## src/rtl/aes_encrypt_ctrl.sv

```systemverilog
`timescale 1ns/1ps
// aes_encrypt_ctrl: sequencer around a single-round AES-128 engine.
// Accepts one plaintext/key pair, applies the initial AddRoundKey, issues
// NUM_ROUNDS round-engine starts (forwarding state and round key between
// rounds), then returns the ciphertext. A round that never completes within
// DONE_TIMEOUT cycles aborts the block and raises the sticky err flag.
//
// Ports:
//   clock, reset                 rising-edge clock, async active-high reset
//   in_valid/in_ready            input handshake; in_text/in_key (128b each)
//   rnd_enable                   one-cycle start pulse to the round engine
//   rnd_text/rnd_key/rnd_round   engine operands, held stable while waiting
//   rnd_text_out/rnd_key_out     engine results, valid in the cycle after done
//   rnd_done                     engine completion pulse
//   out_valid/out_ready          output handshake; out_text ciphertext
//   err                          sticky timeout flag, cleared on next accept
module aes_encrypt_ctrl #(
  parameter int unsigned NUM_ROUNDS   = 10,
  parameter int unsigned DONE_TIMEOUT = 64
) (
  input  logic         clock,
  input  logic         reset,
  input  logic         in_valid,
  output logic         in_ready,
  input  logic [127:0] in_text,
  input  logic [127:0] in_key,
  output logic         rnd_enable,
  output logic [127:0] rnd_text,
  output logic [127:0] rnd_key,
  output logic [3:0]   rnd_round,
  input  logic [127:0] rnd_text_out,
  input  logic [127:0] rnd_key_out,
  input  logic         rnd_done,
  output logic         out_valid,
  input  logic         out_ready,
  output logic [127:0] out_text,
  output logic         err
);

  localparam int unsigned DATA_W = 128;
  localparam int unsigned RND_W  = 4;
  localparam int unsigned CNT_W  = $clog2(DONE_TIMEOUT + 1);

  typedef enum logic [2:0] {
    S_IDLE,
    S_START,
    S_WAIT,
    S_CAPTURE,
    S_OUT
  } state_t;

  state_t              state_q, state_d;
  logic [CNT_W-1:0]    cnt_q, cnt_d;
  logic                in_ready_d;
  logic                rnd_enable_d;
  logic [DATA_W-1:0]   rnd_text_d;
  logic [DATA_W-1:0]   rnd_key_d;
  logic [RND_W-1:0]    rnd_round_d;
  logic                out_valid_d;
  logic [DATA_W-1:0]   out_text_d;
  logic                err_d;

  // State and all outputs are registered; reset discards any block in flight.
  always_ff @(posedge clock or posedge reset) begin
    if (reset) begin
      state_q    <= S_IDLE;
      cnt_q      <= '0;
      in_ready   <= 1'b1;
      rnd_enable <= 1'b0;
      rnd_text   <= '0;
      rnd_key    <= '0;
      rnd_round  <= '0;
      out_valid  <= 1'b0;
      out_text   <= '0;
      err        <= 1'b0;
    end else begin
      state_q    <= state_d;
      cnt_q      <= cnt_d;
      in_ready   <= in_ready_d;
      rnd_enable <= rnd_enable_d;
      rnd_text   <= rnd_text_d;
      rnd_key    <= rnd_key_d;
      rnd_round  <= rnd_round_d;
      out_valid  <= out_valid_d;
      out_text   <= out_text_d;
      err        <= err_d;
    end
  end

  // Next-state and next-output logic. rnd_enable is raised on every
  // transition into S_START so the pulse lines up with that state.
  always_comb begin
    state_d      = state_q;
    cnt_d        = cnt_q;
    in_ready_d   = in_ready;
    rnd_enable_d = 1'b0;
    rnd_text_d   = rnd_text;
    rnd_key_d    = rnd_key;
    rnd_round_d  = rnd_round;
    out_valid_d  = out_valid;
    out_text_d   = out_text;
    err_d        = err;

    case (state_q)
      S_IDLE: begin
        if (in_valid && in_ready) begin
          rnd_text_d   = in_text ^ in_key;
          rnd_key_d    = in_key;
          rnd_round_d  = '0;
          err_d        = 1'b0;
          in_ready_d   = 1'b0;
          rnd_enable_d = 1'b1;
          state_d      = S_START;
        end
      end

      S_START: begin
        cnt_d   = '0;
        state_d = S_WAIT;
      end

      // Operands stay frozen here; only the timeout counter moves.
      S_WAIT: begin
        if (rnd_done) begin
          state_d = S_CAPTURE;
        end else if (cnt_q == CNT_W'(DONE_TIMEOUT - 1)) begin
          err_d      = 1'b1;
          in_ready_d = 1'b1;
          state_d    = S_IDLE;
        end else begin
          cnt_d = cnt_q + CNT_W'(1);
        end
      end

      // Engine result was registered on the done edge and is valid now.
      S_CAPTURE: begin
        rnd_text_d = rnd_text_out;
        rnd_key_d  = rnd_key_out;
        if (rnd_round == RND_W'(NUM_ROUNDS - 1)) begin
          out_text_d  = rnd_text_out;
          out_valid_d = 1'b1;
          state_d     = S_OUT;
        end else begin
          rnd_round_d  = rnd_round + RND_W'(1);
          rnd_enable_d = 1'b1;
          state_d      = S_START;
        end
      end

      S_OUT: begin
        if (out_ready) begin
          out_valid_d = 1'b0;
          in_ready_d  = 1'b1;
          state_d     = S_IDLE;
        end
      end

      default: begin
        out_valid_d = 1'b0;
        in_ready_d  = 1'b1;
        state_d     = S_IDLE;
      end
    endcase
  end

endmodule

```

## config.mk

```make
export PLATFORM = sky130hd
export DESIGN_NAME = aes_encrypt_ctrl
export DESIGN_NICKNAME = d
export VERILOG_FILES = /design/src/rtl/aes_encrypt_ctrl.sv
export SDC_FILE = /design/constraint.sdc
export NUM_CORES = 1
export LEC_CHECK = 0
export CAP_MARGIN = 10
export CORE_AREA = 2 2 355 357
export DETAILED_ROUTE_END_ITERATION = 10
export DIE_AREA = 0 0 357 359
export MAX_ROUTING_LAYER = met4
export SLEW_MARGIN = 20
export SYNTH_ARGS = -nofsm -noshare
export SYNTH_HDL_FRONTEND = slang
export SYNTH_SLANG_ARGS = --single-unit
```

## constraint.sdc

```tcl
create_clock -name clock -period 13.5 [get_ports clock]
set_clock_uncertainty 0.1 [all_clocks]
set_input_delay 1.35 -clock clock [delete_from_list [all_inputs] [get_ports clock]]
set_output_delay 1.35 -clock clock [all_outputs]
set_load 0.05 [all_outputs]
```

* Word level (Yosys, flattened, before mapping) *
Index checks and enable logic that the tools add are counted.

cells by class
  add/sub/neg operators = 2
  eq/ne operators = 14
  mux-type cells = 28
  bitwise logic cells = 3
  reductions and logical operators = 15

operators with widths
  kind                 count
  $pmux 128 s2         2
  $mux 128             2
  $xor 128x128->128    1
  $mux 3               5
  $pmux 3 s5           1
  $mux 7               2
  $ne 2x2->1 const B   7
  $pmux 7 s2           1
  $reduce_and 3->1     4
  $mux 1               8
  $mux 4               2
  $pmux 4 s2           1
  $add 7x1->7 const B  1
  $eq 7x6->1 const B   1
  $eq 3x2->1 const B   2
  $reduce_bool 2->1    3
  $reduce_and 5->1     1
  $add 4x1->4 const B  1
  $eq 4x4->1 const B   1
  $pmux 1 s2           2
  $pmux 1 s4           1
  $reduce_and 2->1     2
  $reduce_and 4->1     1
  $eq 3x1->1 const B   1
  other kinds (8)      9

storage, ports and cells
  register bits after elaboration = 402
  input bits = 517
  output and inout port bits = 392
  logic and storage cells = 72

* Longest topological paths before layout *
Gate-level depths: netlist of the first run.

  depth after elaboration = 4
  depth in mapped cells = 8

* Worst setup path before layout of the first run *
Ideal clock, no wire load.

  kind = in2reg
  from = input port in_valid
  to = register rnd_round[1]
  setup time = 0.127 ns
  arrival = 2.398 ns
  data required time = 13.273 ns
  slack = 10.875 ns
  cell stages on the path = 6
  cells stage by stage = nand3b_1 > or3_1 > buf_2 > buf_6 > nand2_1 > mux2_1

on the way
  word-level cells in the longest chain between the ends = 3

RTL lines
  what                               line  source
  start, declared                    23    input logic in_valid,
  $logic_and 1x1->1                  106   if (in_valid && in_ready) begin
  $ne 2x2->1 (no source line)        --
  $reduce_and 3->1 (no source line)  --
  end signal, assigned               83    rnd_round <= rnd_round_d;
  end, declared                      30    output logic [3:0] rnd_round,

No other way between the ends.
A chain may end at the register's enable or synchronous reset.

* Worst setup path after layout of the first run *
  from = input port in_valid
  to = register rnd_text[35]

on the way
  word-level cells in the longest chain between the ends = 3

RTL lines
  what                               line  source
  $logic_and 1x1->1                  106
  $ne 2x2->1 (no source line)        --
  $reduce_and 2->1 (no source line)  --
  end signal, assigned               81    rnd_text <= rnd_text_d;
  end, declared                      28    output logic [127:0] rnd_text,

No other way between the ends.

==> results of run 1 <==
[area by class of cell]
class	count	area (um2)	share of cell area
Sequential cell	402	10060	0.3370
Clock inverter	11	167.7	0.005616
Clock buffer	76	1500	0.05025
Antenna cell	6	15.01	0.0005029
Inverter	8	37.54	0.001257
Timing Repair Buffer	926	9236	0.3094
Multi-Input combinational cell	974	6771	0.2268
Tap cell	1650	2064	0.06915
[worst max-delay path by stage]
stage | endpoint | slack (ns) | start
after detailed placement | rnd_text[35] | 8.48 | in_valid
after floorplan | cnt_q[0] | 0.87 | reset
after global routing | rnd_text[51] | 8.90 | state_q[2]
final | rnd_text[35] | 9.07 | in_valid
after global placement | rnd_text[33] | 8.52 | in_valid
after CTS | rnd_text[35] | 9.11 | state_q[2]
[synthesized netlist by cell type (all sizes together)]
library cell,number
inv,8
o22a,1
buf,67
a211o,1
nand4,1
dfrtp,401
dfstp,1
o21bai,1
a31o,1
ha,3
nand2,265
o21ai,7
o21a,2
o22ai,1
mux2i,1
nor4b,1
xor2,2
or3,2
o211ai,1
nand2b,2
a31oi,1
and3b,1
nand3,5
a311oi,1
a2bb2oi,1
clkbuf,36
or4,1
or3b,1
and2,1
nor3,5
xnor2,128
a22oi,128
and2b,1
a32oi,1
mux2,129
nor2,142
a221o,128
a21oi,2
a22o,1
a21o,2
a41oi,1
nand3b,2
[report_power, final]
| part | switching, mW | leakage [nW] | total [mW] | internal (mW) |
|---|---|---|---|---|
| Combinational | 2.88 | 6.39 | 4.34 | 1.45 |
| Sequential | 0.306 | 5.11 | 2.02 | 1.72 |
| Clock | 0.562 | 0.813 | 1.40 | 0.836 |
| Total | 3.75 | 12.3 | 7.76 | 4.01 |
[layer usage]
layer	share of wire	vias to the layer above
met4	0.029	0
met1	0.42	7917
met3	0.086	140
met5	0	-
li1	-	7049
met2	0.47	755
[cell usage in the layout (no fill, tap or decap), types with 2 or more instances in the layout]
master           count
nor2_1             141
nand2_1            265
nand3b_1             2
clkbuf_1            12
a22oi_1            128
clkdlybuf4s50_1    908
diode_2              6
o21ai_0              7
nand3_1              5
a21oi_1              2
clkinvlp_4           2
o21a_1               2
nor3_1               4
nand2b_1             2
xor2_1               2
xnor2_1            128
bufinv_16            4
a221o_1            128
clkbuf_8            13
mux2_2             128
clkinv_2             3
ha_1                 3
clkbuf_16           51
inv_1                7
a21o_1               2
dfrtp_1            401
buf_4               17
[registers in the layout (all words and copies together), names as in the netlist, 3 cells and up]
signal	flops
rnd_text	128
state_q	3
out_text	128
rnd_round	4
cnt_q	7
rnd_key	128
[through the flow]
step                      setup slack [ns]  instance area (um2)
after floorplan                     0.8705                17320
after global placement               8.517                28170
after detailed placement             8.479                28170
after CTS                            9.108                29840
after global routing                 8.905                29850
final                                9.075                29850
[cells by family after synthesis]
group / after synthesis
buffers and inverters: 111
muxes: 130
DFF: 402
adders and majority gates: 3
AOI/OAI and AO/OA: 281
and+or+nand+nor: 430
xor gates and xnor gates: 130
[critical path, delay by kind of cell]
family	cells	cell delay (ns)
buffers and inverters	4	2.46
AO/OA/AOI/OAI	2	0.84
==> results.txt, run 1 <==
----------------------------------------------------
[Outcome]
  Result of the run ... completed

[Place]
  Port buffer count ... 908
  Half-perimeter wire length after detailed placement ... 70,320 um
  Placed Cells incl. Taps ... 3,960
  Weighted congestion reported at the end of routability-driven placement ... 0.9259

[Timing]
  Post-layout minimum cycle time ... 4.425 ns
  Final period utilization ... 0.3278
  Final hold vios ... 0
  Sum of negative setup slack ... 0 ns
  Finish-stage setup viols ... 0
  Highest clock frequency the design can meet ... about 0.23 GHz
  RSZ-0062 raised after global routing ... false
  Final count of pins violating max slew ... 0
  Worst slew margin relative to its limit ... 0.1879
  Worst-Margin Slew ... ~1.2 ns
  Final Hold Slack ... approximately 0.37 ns

[Detailed routing]
  Drt pass-1 iters ... 5
  Routed len/inst ... 22.09 um
  Drt drc ... 0
  Detailed router's first-iteration violation count ... 1,056
  Avg Vias per Cell ... around 3.9
  DR vias ... 15,861
  Total length of routed wires ... 89,540 um
  Post-route ant nets ... 0

[Synthesis]
  Post-Synthesis Cells ... approximately 1,500
  Yosys top cell by area ... dfrtp_1
  Adder-cell area share of the yosys netlist ... 0.002167
  Area share of the largest cell type after synthesis ... 0.5793
  Post-Synth XOR/XNOR Area ... 0.06573
  Sequential cell area fraction in the yosys report ... 0.5808
  Syn Nets ... 2,007
  Mean instance size in the synthesized netlist ... 11.65 um2
  Simple logic cell fraction of the synthesized area ... 0.09679
  Biggest area contributors in the synthesized netlist ... dfrtp_1 (58%), mux2_2 (8.3%), a221o_1 (7.4%)
  Mux cell area share after synthesis ... 0.08444
  Warning count from the yosys run ... 0
  Compound-Gate Fraction of Synth Area ... 0.1398
  Largest family of logic cells by synthesized area ... compound AO/OA/AOI/OAI gates
  Post-synthesis cell type count ... 47
  Cell area after technology mapping ... 17,320 um2
  Yosys reg bits ... 402

[Die]
  Die extent in x ... ~360 um
  Height of the die ... around 360 um
  Die area ... 128,200 um2
  Row Count ... 130
  I/O pins ... slightly above 900
  Core Footprint ... 124,600 um2
  Initial core utilization ... 0.1390

[Critical path]
  Cell count of the worst reg-to-reg path ... 6
  Sort of element at the end of the critical path ... register
  Critical path data arrival time ... 4.86 ns
  Critical register-to-register path startpoint ... state_q[2]
  Element type at the critical path start ... primary input
  Cell chain of the critical path ... clkdlybuf4s50_1, a41oi_4, buf_4, buf_4, buf_4, a221o_1
  Crit-path max FO ... 68
  Crit Path Class ... primary input to register
  Cell type with the highest occurrence count on the critical path ... buf_4
  Master of the slowest instance on the critical path ... buf_4
  Minimum setup slack among reg-to-reg paths ... 9.16 ns
  CP peak stage delay ... 0.72 ns
  CP Data Required Time ... 13.93 ns
  Capturing point of the worst reg2reg path ... rnd_text[35]

[Global routing]
  First-pass GRT wire length ... 123,600 um
  Global-route congestion overflow total ... 0
  Met2 global-route usage ... 0.2221
  Number of global-route vias before repair ... approximately 16,000
  Pin count of the biggest net entering global routing ... 135
  Overall track demand over capacity in global routing ... 0.1381
  Met1 Usage GRT ... 0.1668
  Met3 usage in global routing ... 0.04269
  Global-route layer with the greatest usage ... met2
  Number of antenna violations at the first check in global routing ... 25

[Clocking]
  Clock buffers created by TritonCTS ... 50
  Clock net sink count ... 402
  # resized after CTS ... 0
  Reg clk slew, reported paths ... 0.06 ns
  Clock tree from TritonCTS ... built
  Post-CTS Hold Buffers ... 0
  Setup bufs post-CTS ... 0
  Buffer depth of the longest clock path ... 3
  Latest clock arrival within the worst-skew pair ... about 0.6 ns
  Buffer type at the clock tree root ... clkbuf_16
  Htree depth ... 2

[Finish]
  Count of fill cells added during filler insertion ... 13,301
  Layout Nets ... 2,882
  Layout cell share with drive strength beyond 1 ... 0.09554
  Post-Layout Cell Count ... between 4,000 and 5,000
  Synth-to-Final Area Change ... 72.35%
  Final core area utilization ... 0.2396

[Job]
  Number of max-cap violations ... 0

[Min path]
  Cell count of the worst hold path ... 2
  Worst hold path startpoint ... rnd_key[119]
  Class of the tightest hold or removal check ... register to register
  Endpoint of the worst hold-timing path ... rnd_key[119]

[Power]
  Power Dens Cells ... 260.0 nW/um2
  Total power of the final layout ... between 7 and 8 mW
  Largest vdd supply drop ... roughly 0.15 mV
  Leakage power ... 12.31 nW

----------------------------------------------------
(Power assumes the default switching activity.)
==> inputs of run 2 (changes only) <==
==> constraint.sdc (replaced) <==
create_clock -name clock -period 3.9 [get_ports clock]
set_clock_uncertainty 0.1 [all_clocks]
set_input_delay 0.39 -clock clock [delete_from_list [all_inputs] [get_ports clock]]
set_output_delay 0.39 -clock clock [all_outputs]
set_load 0.05 [all_outputs]
==> results.txt, run 2 (same netlist as run 1, synthesis figures left out) <==
----------------------------------------------------
[Power]
  Largest vdd supply drop ... 0.4539 mV (+210%)
  Power Dens Cells ... 905.2 nW/um2 (+250%)
  Total power of the final layout ... 27.44 mW (+250%)
  Leakage power ... 12.53 nW (+1.8%)

[Critical path]
  Master of the slowest instance on the critical path ... clkdlybuf4s50_1
  Sort of element at the end of the critical path ... output pin
  Crit Path Class ... register to output pin
  Dominant delay contributor by cell family on the critical path ... buffers and inverters
  CP peak stage delay ... 1.13 ns (+0.41 ns)
  Cell chain of the critical path ... clkdlybuf4s50_1
  Count of buffering cells on the critical path with inverters included ... 1 (-3)
  Critical path data arrival time ... 2.12 ns (-2.74 ns)
  Element type at the critical path start ... register
  Crit-path max FO ... 2 (-97%)
  CP Data Required Time ... 3.41 ns (-10.52 ns)

[Timing]
  Final count of pins violating max slew ... 0 (unchanged)
  Finish-stage setup viols ... 0 (unchanged)
  Highest clock frequency the design can meet ... 0.3826 GHz
  Sum of negative setup slack ... 0 ns (unchanged)
  Worst slew margin relative to its limit ... 0.3369 (+0.1490)
  Final Hold Slack ... 0.1366 ns (-0.2356 ns)
  Worst-case setup margin in the final layout ... 1.287 ns (-7.788 ns)
  Final hold vios ... 0 (unchanged)
  Post-layout minimum cycle time ... about 2.6 ns
  RSZ-0062 raised after global routing ... false
  Worst-Margin Slew ... 0.9915 ns (-0.2179 ns)
  Final period utilization ... 0.6701

[Finish]
  Post-Layout Cell Count ... 4,071 (+0.44%)
  Layout Nets ... 2,896 (+0.49%)
  Layout cell share with drive strength beyond 1 ... 0.1050 (+0.009509)
  Most common cell after layout, fill and taps aside ... clkdlybuf4s50_1
  Final core area utilization ... 0.2433 (+0.003686)
  Largest regs ... out_text x128, rnd_key x128, rnd_text x128
  Count of fill cells added during filler insertion ... 13,269 (-0.24%)
  Synth-to-Final Area Change ... 75.00%
  Summed area of non-filler cells in the final layout ... 30,310 um2 (+1.5%)
  Storage cell area ... 10,060 um2 (unchanged)
  Area of the multi-input gates ... 6771 um2 (unchanged)
  Most frequent cells in the layout ... clkdlybuf4s50_1 (908), dfrtp_1 (401), nand2_1 (265)

[Global routing]
  Overall track demand over capacity in global routing ... 0.1402 (+0.002071)
  Number of antenna violations at the first check in global routing ... 22 (-12%)
  Global-route congestion overflow total ... 0 (unchanged)
  Number of global-route vias before repair ... 16,205 (-0.13%)
  First-pass GRT wire length ... 125,100 um (+1.2%)
  Pin count of the biggest net entering global routing ... 110 (-19%)

[Place]
  Placement-stage worst setup slack ... 1.151 ns (-7.328 ns)
  Area of placed instances ... 28,440 um2 (+0.97%)
  Half-perimeter wire length after detailed placement ... 70,930 um (+0.87%)
  Weighted congestion reported at the end of routability-driven placement ... 0.8982 (-3.0%)
  Placed Cells incl. Taps ... 3,972 (+0.30%)
  Port buffer count ... 908 (unchanged)

[Die]
  Die extent in x ... 357 um (unchanged)
  Row Count ... 130 (unchanged)
  Die area ... 128,200 um2 (unchanged)
  Initial core utilization ... 0.1390 (unchanged)
  Height of the die ... 359 um (unchanged)
  I/O pins ... 909 (unchanged)
  Core Footprint ... 124,600 um2 (unchanged)

[Clocking]
  Reg clk slew, reported paths ... 0.06 ns (about the same)
  Clock buffers created by TritonCTS ... 52 (+4.0%)
  Setup bufs post-CTS ... 0 (unchanged)
  Post-CTS Hold Buffers ... 0 (unchanged)
  Clock tree from TritonCTS ... built
  Clock net sink count ... 402 (unchanged)
  Latest clock arrival within the worst-skew pair ... 0.62 ns (about the same)
  # resized after CTS ... 0 (unchanged)
  Htree depth ... 2 (unchanged)
  Buffer depth of the longest clock path ... 3 (unchanged)
  Buffer type at the clock tree root ... clkbuf_16

[Detailed routing]
  DR vias ... 15,872 (+0.069%)
  Drt pass-1 iters ... 4 (-1)
  Routed len/inst ... 22.38 um (+1.3%)
  Drt drc ... 0 (unchanged)
  Detailed router's first-iteration violation count ... 952 (-9.8%)
  Post-route ant nets ... 0 (unchanged)
  Total length of routed wires ... 91,110 um (+1.8%)
  Avg Vias per Cell ... 3.899 (-0.37%)

[Job]
  Number of max-cap violations ... 0 (unchanged)

[Min path]
  Class of the tightest hold or removal check ... primary input to asynchronous set/reset pin

[Outcome]
  Result of the run ... completed

----------------------------------------------------
==> run 2: worst paths after layout <==
path | start | end | slack [ns] | depth (start not counted)
max reg2reg | state_q[2] | rnd_text[36] | 1.45 | 5
max | rnd_key[122] | rnd_key[122] | 1.29 | 1
max in group asynchronous | reset | rnd_key[76] | 2.47 | 3
min reg2reg | rnd_key[20] | rnd_key[20] | 0.37 | 2
min | reset | rnd_text[116] | 0.14 | 2
min in group clock | rnd_key_out[18] | rnd_key[18] | 0.29 | 3
==> run 2: area by class of cell <==
cell class | instances | area share
Sequential cell | 402 | 0.3319
Antenna cell | 3 | 0.0002477
Timing Repair Buffer | 938 | 0.3139
Inverter | 8 | 0.001114
Clock buffer | 76 | 0.05155
Multi-Input combinational cell | 974 | 0.2234
Clock inverter | 20 | 0.009824
Tap cell | 1650 | 0.06811
==> run 2: power breakdown <==
group          switching [mW]  internal, mW  leakage [nW]  total [mW]
Clock                    2.05          3.24         0.911        5.29
Combinational            10.0          5.15          6.51        15.2
Sequential               1.05          5.95          5.11        7.00
==> run 2: per-layer routing <==
layer | up-vias | wire, um | GRT usage
met2 | 698 | 44200 | 0.2331
li1 | 7092 | - | -
met1 | 7973 | 37580 | 0.1663
met4 | 0 | 1670 | 0.02694
met5 | - | 0 | -
met3 | 109 | 7669 | 0.04376
==> edit, RTL diff (config.mk and constraints of run 2) <==
Take the reset off `rnd_key` and load it in a clocked block of its own.
--- a/src/rtl/aes_encrypt_ctrl.sv
+++ b/src/rtl/aes_encrypt_ctrl.sv
@@ -68,7 +68,6 @@
       in_ready   <= 1'b1;
       rnd_enable <= 1'b0;
       rnd_text   <= '0;
-      rnd_key    <= '0;
       rnd_round  <= '0;
       out_valid  <= 1'b0;
       out_text   <= '0;
@@ -79,12 +78,15 @@
       in_ready   <= in_ready_d;
       rnd_enable <= rnd_enable_d;
       rnd_text   <= rnd_text_d;
-      rnd_key    <= rnd_key_d;
       rnd_round  <= rnd_round_d;
       out_valid  <= out_valid_d;
       out_text   <= out_text_d;
       err        <= err_d;
     end
+  end
+
+  always_ff @(posedge clock) begin
+    rnd_key <= rnd_key_d;
   end
 
   // Next-state and next-output logic. rnd_enable is raised on every
Behaviour: not the same (Yosys sat finds a counterexample within 4 cycles, from zero or initial values and one cycle with reset high).
==> edit against run 2 <==
  * First-iteration DRC count up 16%
  * Wire length up 10%
  * Count of clock-buffer cells in the layout down 1
  * Synthesized cell count down 1.4%
  * Total power down 8.3%
  * Worst hold slack better by 0.16 ns
  * Sequential cell count unchanged
  * Synthesized area up 0.95%
  * Clock power down 7.9%
  * Design area up 0.11%
  * Register-to-register slack worse by 0.04 ns
  * Worst setup slack better by 0.0088 ns
==> edit: results (changes against run 2) <==
| Metric | Value |
|---|---|
| Place WS | `1.36 ns (+0.211 ns)` |
| CP max stage cell | `clkdlybuf4s50_1` |
| Max Root-Sink Buffers | `3 (unchanged)` |
| Net Switching | `11.8 mW (-9.7%)` |
| Placed Area | `28600 sq um (+0.49%)` |
| Largest net degree at the start of global routing | `129 (+17%)` |
| Hpwl dp | `80000 um (+13%)` |
| Outcome | `completed` |
| Final wirelength | `101000 um (+10%)` |
| DR vias/cell | `3.82 (-2.0%)` |
| Critical path endpoint | `rnd_key[22]` |
| Filler Cells Inserted | `13281 (+0.090%)` |
| GRT Total Usage | `15.5% (+1.5 points)` |
| Cell family with most CP delay | `buffers and inverters` |
| Synth Instances | `1466 (-1.4%)` |
| Layout cell share with drive strength beyond 1 | `5.60% (-4.9 points)` |
| Nets@finish | `2885 (-0.38%)` |
| Inst Count DP | `3959 (-0.33%)` |
| Post-layout util | `24.4% (+0.026 points)` |
| First-pass GRT wire length | `133000 um (+6.1%)` |
| Netlist cell types | `48 (+2.1%)` |
| Worst reg2reg path startpoint | `state_q[0]` |
| Tightest Pin Transition | `0.987 ns (-0.00494 ns)` |
| Achievable Freq | `0.384 GHz (+0.34%)` |
| Initial antenna violation count | `36 (+64%)` |
| Post-Syn Nets | `1986 (-1.0%)` |
| Hold WC Path Type | `in -> reg` |
| Number of global-route vias before repair | `15533 (-4.1%)` |
| CP Max Fanout | `1 (-1)` |
| Wire length per cell | `24.7 um (+10%)` |
| EDFF count, synth | `128 (+128)` |
| Routability cong. | `0.914 (+1.7%)` |
| Peak supply drop | `0.735 mV (+62%)` |
| Crit path launch | `rnd_key[22]` |
| TritonCTS Buffers | `53 (+1.9%)` |
| Detailed Routing Iterations Pass 1 | `8 (+4)` |
| Initial drt markers | `1108 (+16%)` |
| Reg2reg path depth | `5 (unchanged)` |
| Post-synth top cells | `nand2_1 (395), dfrtp_1 (273), nor2_1 (132)` |
| Register area share after synthesis | `61.2% (+3.1 points)` |
edit: cell types whose count changed in the layout (fill, tap and decap cells not counted), moves of 9 or more:
cell and delta:
diode_2 +18, dfrtp_1 -128, nand2_1 +130, mux2_1 +108, nor2_1 -10, mux2_2 -108
clkinv_1 +9, a22oi_1 -128, edfxtp_1 +128
edit: worst min-delay path by stage:
stage                          start           end  slack, ns  cells after the start
finish              rnd_text_out[27]  out_text[27]       0.30                      2
global route        rnd_text_out[68]  out_text[68]       0.26                      2
CTS                 rnd_text_out[53]  out_text[53]       0.23                      2
detailed placement      out_text[14]  out_text[14]       0.37                      1
global placement        out_text[14]  out_text[14]       0.37                      1
floorplan                   cnt_q[5]      cnt_q[5]       0.34                      1
edit: repair_timing:
action                                 CTS  global route
endpoints found under the hold margin    1             0
setup endpoints to repair                0             0
hold buffers                             1             0
edit: cells by family after synthesis:
| family | share of synthesized area (%) |
|---|---|
| xor+xnor | 6.46 |
| fa+ha+maj | 0.215 |
| compound gates | 8.37 |
| buf+inv | 2.94 |
| flops | 61.2 |
| mux | 8.42 |
| simple gates | 12.4 |
edit: area by class of cell:
class,instances,area share (%)
Clock inverter,25,0.585
Timing Repair Buffer,933,31.3
Multi-Input combinational cell,970,20.8
Tap cell,1650,6.80
Inverter,5,0.0866
Sequential cell,402,35.3
Clock buffer,75,5.01
Antenna cell,21,0.173
edit: power by group through the flow:
stage | combinational, mW | clock (mW) | sequential (mW)
after detailed placement | 13.4 | 0 | 7.06
after global placement | 13.4 | 0 | 7.05
after global routing | 13.8 | 5.22 | 7.20
after CTS | 13.5 | 5.09 | 7.02
final | 13.3 | 4.87 | 7.01
after floorplan | 2.56 | 0 | 12.2
edit: metal layers:
metal,track usage (%),wire (um),vias up
met2,24.9,47400,760
met5,-,0,-
met4,5.10,3160,0
li1,-,-,6976
met3,5.63,10100,139
met1,17.9,39900,7715
edit: through the flow:
stage                     total power [mW]  TNS (ns)
after detailed placement              20.5         0
after global routing                  26.3         0
after global placement                20.4         0
final                                 25.2         0
after floorplan                       14.8    -58.03
after CTS                             25.6         0
